**src/rtl/mem_access_unit.sv**
```systemverilog
`default_nettype none
// ============================================================================
//  Module      : mem_access_unit
//  Description : Load/store initiator between execute and data memory.
//                Accepts one operation per transaction, drives a req/ack
//                memory port, returns a one-cycle writeback pulse and keeps
//                a sticky error flag for rejected or timed-out operations.
//  Revision    : 1.0 - initial release
// ============================================================================
module mem_access_unit #(
    parameter int DEPTH   = 256,
    parameter int TIMEOUT = 15
) (
    input  logic        clock,
    input  logic        resetn,
    input  logic        ex_valid,
    input  logic        ex_read,
    input  logic        ex_write,
    input  logic [31:0] ex_addr,
    input  logic [31:0] ex_wdata,
    output logic        ex_ready,
    output logic        stall,
    output logic        mem_req,
    output logic        mem_we,
    output logic [31:0] mem_addr,
    output logic [31:0] mem_wdata,
    input  logic        mem_ack,
    input  logic [31:0] mem_rdata,
    output logic        wb_valid,
    output logic        wb_is_load,
    output logic        wb_err,
    output logic [31:0] wb_data,
    output logic        err,
    output logic [1:0]  err_cause,
    input  logic        err_clr
);

    typedef enum logic [1:0] {
        IDLE = 2'd0,
        REQ  = 2'd1,
        RESP = 2'd2
    } state_t;

    localparam logic [1:0] CAUSE_TIMEOUT = 2'b01;
    localparam logic [1:0] CAUSE_RW_BOTH = 2'b10;
    localparam logic [1:0] CAUSE_RANGE   = 2'b11;

    state_t      state;
    state_t      state_next;
    logic        we_q;
    logic [7:0]  wait_cnt;

    logic        is_idle;
    logic        one_op;
    logic        addr_ok;
    logic        accept;
    logic        rej_both;
    logic        rej_range;
    logic        timeout_hit;
    logic        new_err;
    logic [1:0]  new_cause;

    assign is_idle   = (state == IDLE);
    assign one_op    = ex_read ^ ex_write;
    assign addr_ok   = (ex_addr < 32'(DEPTH));
    assign accept    = is_idle & ex_valid & one_op & addr_ok;
    assign rej_both  = is_idle & ex_valid & ex_read & ex_write;
    assign rej_range = is_idle & ex_valid & one_op & ~addr_ok;

    // wait_cnt counts the REQ cycles already spent without ack, so the
    // TIMEOUT-th unacknowledged cycle is the one where it equals TIMEOUT-1.
    assign timeout_hit = (state == REQ) & ~mem_ack & (wait_cnt == 8'(TIMEOUT - 1));

    assign new_err   = rej_both | rej_range | timeout_hit;
    assign new_cause = rej_both  ? CAUSE_RW_BOTH :
                       rej_range ? CAUSE_RANGE   : CAUSE_TIMEOUT;

    assign ex_ready   = is_idle;
    assign stall      = ~is_idle;
    assign mem_req    = (state == REQ);
    assign mem_we     = mem_req & we_q;
    assign wb_valid   = (state == RESP);
    assign wb_is_load = wb_valid & ~we_q;

    // State register; reset abandons any transaction in flight.
    always_ff @(posedge clock or negedge resetn) begin
        if (!resetn) begin
            state <= IDLE;
        end else begin
            state <= state_next;
        end
    end

    // Next-state decode.
    always_comb begin
        state_next = state;
        case (state)
            IDLE:    if (accept) state_next = REQ;
            REQ:     if (mem_ack || timeout_hit) state_next = RESP;
            RESP:    state_next = IDLE;
            default: state_next = IDLE;
        endcase
    end

    // Request latch, wait counter and writeback capture.
    always_ff @(posedge clock or negedge resetn) begin
        if (!resetn) begin
            mem_addr  <= 32'd0;
            mem_wdata <= 32'd0;
            we_q      <= 1'b0;
            wait_cnt  <= 8'd0;
            wb_data   <= 32'd0;
            wb_err    <= 1'b0;
        end else if (accept) begin
            mem_addr  <= ex_addr;
            mem_wdata <= ex_wdata;
            we_q      <= ex_write;
            wait_cnt  <= 8'd0;
        end else if (state == REQ) begin
            if (mem_ack) begin
                wb_data <= we_q ? 32'd0 : mem_rdata;
                wb_err  <= 1'b0;
            end else if (timeout_hit) begin
                wb_data <= 32'd0;
                wb_err  <= 1'b1;
            end else begin
                wait_cnt <= wait_cnt + 8'd1;
            end
        end
    end

    // Sticky error: first cause is kept; a clear coinciding with a new
    // error yields the new error as the first cause.
    always_ff @(posedge clock or negedge resetn) begin
        if (!resetn) begin
            err       <= 1'b0;
            err_cause <= 2'b00;
        end else if (new_err) begin
            err <= 1'b1;
            if (!err || err_clr) begin
                err_cause <= new_cause;
            end
        end else if (err_clr) begin
            err       <= 1'b0;
            err_cause <= 2'b00;
        end
    end

endmodule
`default_nettype wire

```
**config.mk**
```make
export PLATFORM = sky130hd
export DESIGN_NAME = mem_access_unit
export DESIGN_NICKNAME = d
export VERILOG_FILES = /design/src/rtl/mem_access_unit.sv
export SDC_FILE = /design/constraint.sdc
export NUM_CORES = 1
export LEC_CHECK = 0
export BUFFER_PORTS_ARGS = -buffer_cell sky130_fd_sc_hd__buf_2
export CORE_MARGIN = 10
export CORE_UTILIZATION = 45
export DETAILED_ROUTE_END_ITERATION = 8
export GPL_TIMING_DRIVEN = 0
export PLACE_DENSITY = 0.84
export SETUP_SLACK_MARGIN = 0.2
export SYNTH_ARGS = -nofsm -noshare
export SYNTH_HDL_FRONTEND = slang
export SYNTH_SLANG_ARGS = --single-unit
```
**constraint.sdc**
```tcl
create_clock -name clock -period 3.84 [get_ports clock]
set_input_delay 0.768 -clock clock [delete_from_list [all_inputs] [get_ports clock]]
set_output_delay 0.768 -clock clock [all_outputs]
set_load 0.05 [all_outputs]
```
==> impl_metrics.csv <==
group,metric,value,unit
die,core_area,9820,µm²
layout,finalNetCount,694,
grt,grt_pass1_vias,3788,
synthesis,synth_ff_type,"dfrtp_1",
detailed_routing,wirelength,11700,µm
synthesis,netlist_instances,369,
synthesis,yosysTopAreaCell,"dfrtp_1",
detailed_routing,num_vias,3444,
sta,slew-limit-headroom,44.4,%
clocking,clock_path_buffers,2,
die,die_x,121,µm
detailed_routing,ant_nets,0,
grt,grt_max_degree,65,
detailed_routing,dr.first_iter.drc_count,130,
setup_path,regToRegEndpoint,"wb_data[9]$_DFFE_PN0P_",
detailed_routing,wl_per_cell,16.1,µm
clocking,cts.sinks,111,
setup_path,worstSetupPathType,"reg -> reg",
layout,area_delta_synth_final,31.2,%
sta,worst_slew_pin_slew,0.833,ns
power,vdd_drop_max,275,µV
clocking,cts_tree,"yes",
clocking,cts_max_level,3,
detailed_routing,drt-pass1-iter-count,4,
synthesis,synth_edf_count,0,
synthesis,synth_fp_nets,474,
layout,fillers,834,
synthesis,ys_ff_latch,111,
die,die-area,14600,µm²
run,max_cap_violations,0,
synthesis,avgSynthCellArea,12.4,µm²
detailed_routing,vias_per_cell,4.73,
setup_path,required,4.14,ns
sta,rsz0062_at_grt,"no",
layout,layout_commonest_cell,"buf_2",
sta,maxSlewViolCount,0,
clocking,cts_setup_buffers,0,
power,leakagePower,0.00340,µW
setup_path,crit_path_end_kind,"flip-flop",
detailed_routing,remaining_drc_errors,0,
clocking,cts_buffers,9,
synthesis,synth.area.top_cells,"dfrtp_1 (61%), mux2_1 (10%), mux2i_1 (7.0%), nor2b_1 (4.0%), inv_1 (3.0%)",
setup_path,reg2reg_depth,8,
clocking,cts_resized,0,
layout,drive_above_1_share,40.4,%
place,gp_congestion,0.855,
synthesis,synth_cell_types,37,
die,ios,209,
clocking,root_buffer,"clkbuf_8",
synthesis,seq_area_frac_synth,60.8,%
setup_path,rrSetupSlack,1.37,ns
die,initial_core_util,46.5,%
grt,antenna_found_initial,1,
setup_path,crit_fanout,10,
power,fin_total_pwr,1960,µW
sta,fin_crit,2.47,ns
worst_hold_path,hold_path_class,"in -> async",
power,p_per_area,327,nW/µm²
synthesis,synthArstFlopShare,100,%
synthesis,yosysWarningCount,0,
layout,final_cell_mix,"buf_2 (213), dfrtp_1 (111), mux2_1 (41)",
die,num_rows,36,
die,die_y,121,µm
grt,grt-ovfl-total,0,
clocking,cts_hold_buf,0,
synthesis,syn-cell-area,4570,µm²
place,place_hpwl,9510,µm
sta,hold_violations,0,
setup_path,arrival,2.77,ns
clocking,clock_latency,0.37,ns
sta,fmax,0.404,GHz
sta,setup_violations,0,
sta,post-route-period-util,64.4,%
synthesis,yosys.area.top_type_share,60.8,%
clocking,clk_pin_slew,0.11,ns
grt,grt_usage,16.0,%
sta,skew,0.0153,ns
grt,grt_pass1_wl,19100,µm
setup_path,timing.rr.start,"wait_cnt[0]$_DFFE_PN0P_",
place,io_buffers,208,
outcome,status,"finished, final reports clean",
sta,tns,0,ns
setup_path,startpoint_type,"flip-flop",
[report_power, final]
group / switching [µW] / total, µW / internal, µW
clock network: 412 / 661 / 250
registers: 2.96 / 1170 / 1170
logic: 71.8 / 126 / 54.5
[area by class of cell]
| class | count | area, µm² | share of cell area (%) |
|---|---|---|---|
| inverters | 37 | 139 | 2.32 |
| repair buffers | 209 | 1070 | 17.9 |
| clock inverters | 7 | 62.6 | 1.04 |
| plain buffers | 18 | 113 | 1.88 |
| clock buffers | 9 | 124 | 2.07 |
| diodes | 1 | 2.50 | 0.0417 |
| multi-input cells | 203 | 1540 | 25.7 |
| flip-flops and latches | 111 | 2780 | 46.3 |
| well taps | 133 | 166 | 2.78 |
[synthesized netlist by cell type (4+ instances only)]
| master | n |
|---|---|
| xor2_1 | 4 |
| nand2_1 | 34 |
| buf_4 | 4 |
| mux2i_1 | 32 |
| xnor2_1 | 4 |
| inv_1 | 37 |
| nor4_1 | 6 |
| dfrtp_1 | 111 |
| buf_2 | 6 |
| nand3_1 | 5 |
| nor2b_1 | 29 |
| nor2_1 | 11 |
| clkbuf_1 | 5 |
| mux2_1 | 41 |
| o211ai_1 | 4 |
| nand4_1 | 4 |
[flip-flops by register name, summed over array words and instances, names as in the netlist]
register / flops
err_cause: 2
wb_err: 1
wb_data: 32
we_q: 1
mem_wdata: 32
state: 2
err: 1
mem_addr: 32
wait_cnt: 8
[per-stage QoR]
stage	setup slack (ns)	utilization, %	hold slack [ns]	area [µm²]	instances
floorplan	1.13	-	0.472	4570	369
global placement	0.829	58.8	0.462	5780	710
detailed placement	1.18	59.1	0.469	5810	711
CTS	1.36	61.0	0.493	5990	727
global route	1.17	61.1	0.503	6000	728
finish	1.37	61.1	0.479	6000	728
[worst max-delay path: stages, from the launching register on]
cell and delay (ns):
dfrtp_1 0.46, inv_1 0.08, ha_1 0.13, nor3b_1 0.68, a21oi_1 0.14, nor2b_1 0.19, buf_2 0.25, buf_4 0.25
mux2i_1 0.23
[cells by family after synthesis]
kind of cell,count (synthesis),synth area share [%]
mux,73,17.1
flops,111,60.8
buf+inv,55,5.50
xor+xnor,8,1.53
fa+ha+maj,2,0.548
simple gates,104,12.1
compound gates,16,2.44
[worst max path at each step]
| stage | end | start | slack [ns] | depth (start not counted) |
|---|---|---|---|---|
| final | wb_data[9]$_DFFE_PN0P_ | wait_cnt[0]$_DFFE_PN0P_ | 1.37 | 8 |
| after global routing | wb_data[10]$_DFFE_PN0P_ | wait_cnt[0]$_DFFE_PN0P_ | 1.17 | 8 |
| after global placement | mem_addr[31]$_DFFE_PN0P_ | resetn | 0.83 | 1 |
| after CTS | wb_data[22]$_DFFE_PN0P_ | wait_cnt[0]$_DFFE_PN0P_ | 1.36 | 8 |
| after detailed placement | mem_wdata[29]$_DFFE_PN0P_ | ex_addr[13] | 1.18 | 7 |
| after floorplan | wb_is_load | state[1]$_DFFE_PN0P_ | 1.13 | 2 |
[metal layers]
metal / share of wire, % / wire length (µm) / global-route usage, % / vias up
li1: - / - / - / 1656
met1: 39 / 4550 / 17.6 / 1639
met2: 50 / 5920 / 27.7 / 132
met3: 8.9 / 1040 / 6.10 / 17
met4: 1.9 / 228 / 5.96 / 0
met5: 0 / 0 / 0 / -
No activity file was read; power rests on OpenSTA's default activity.
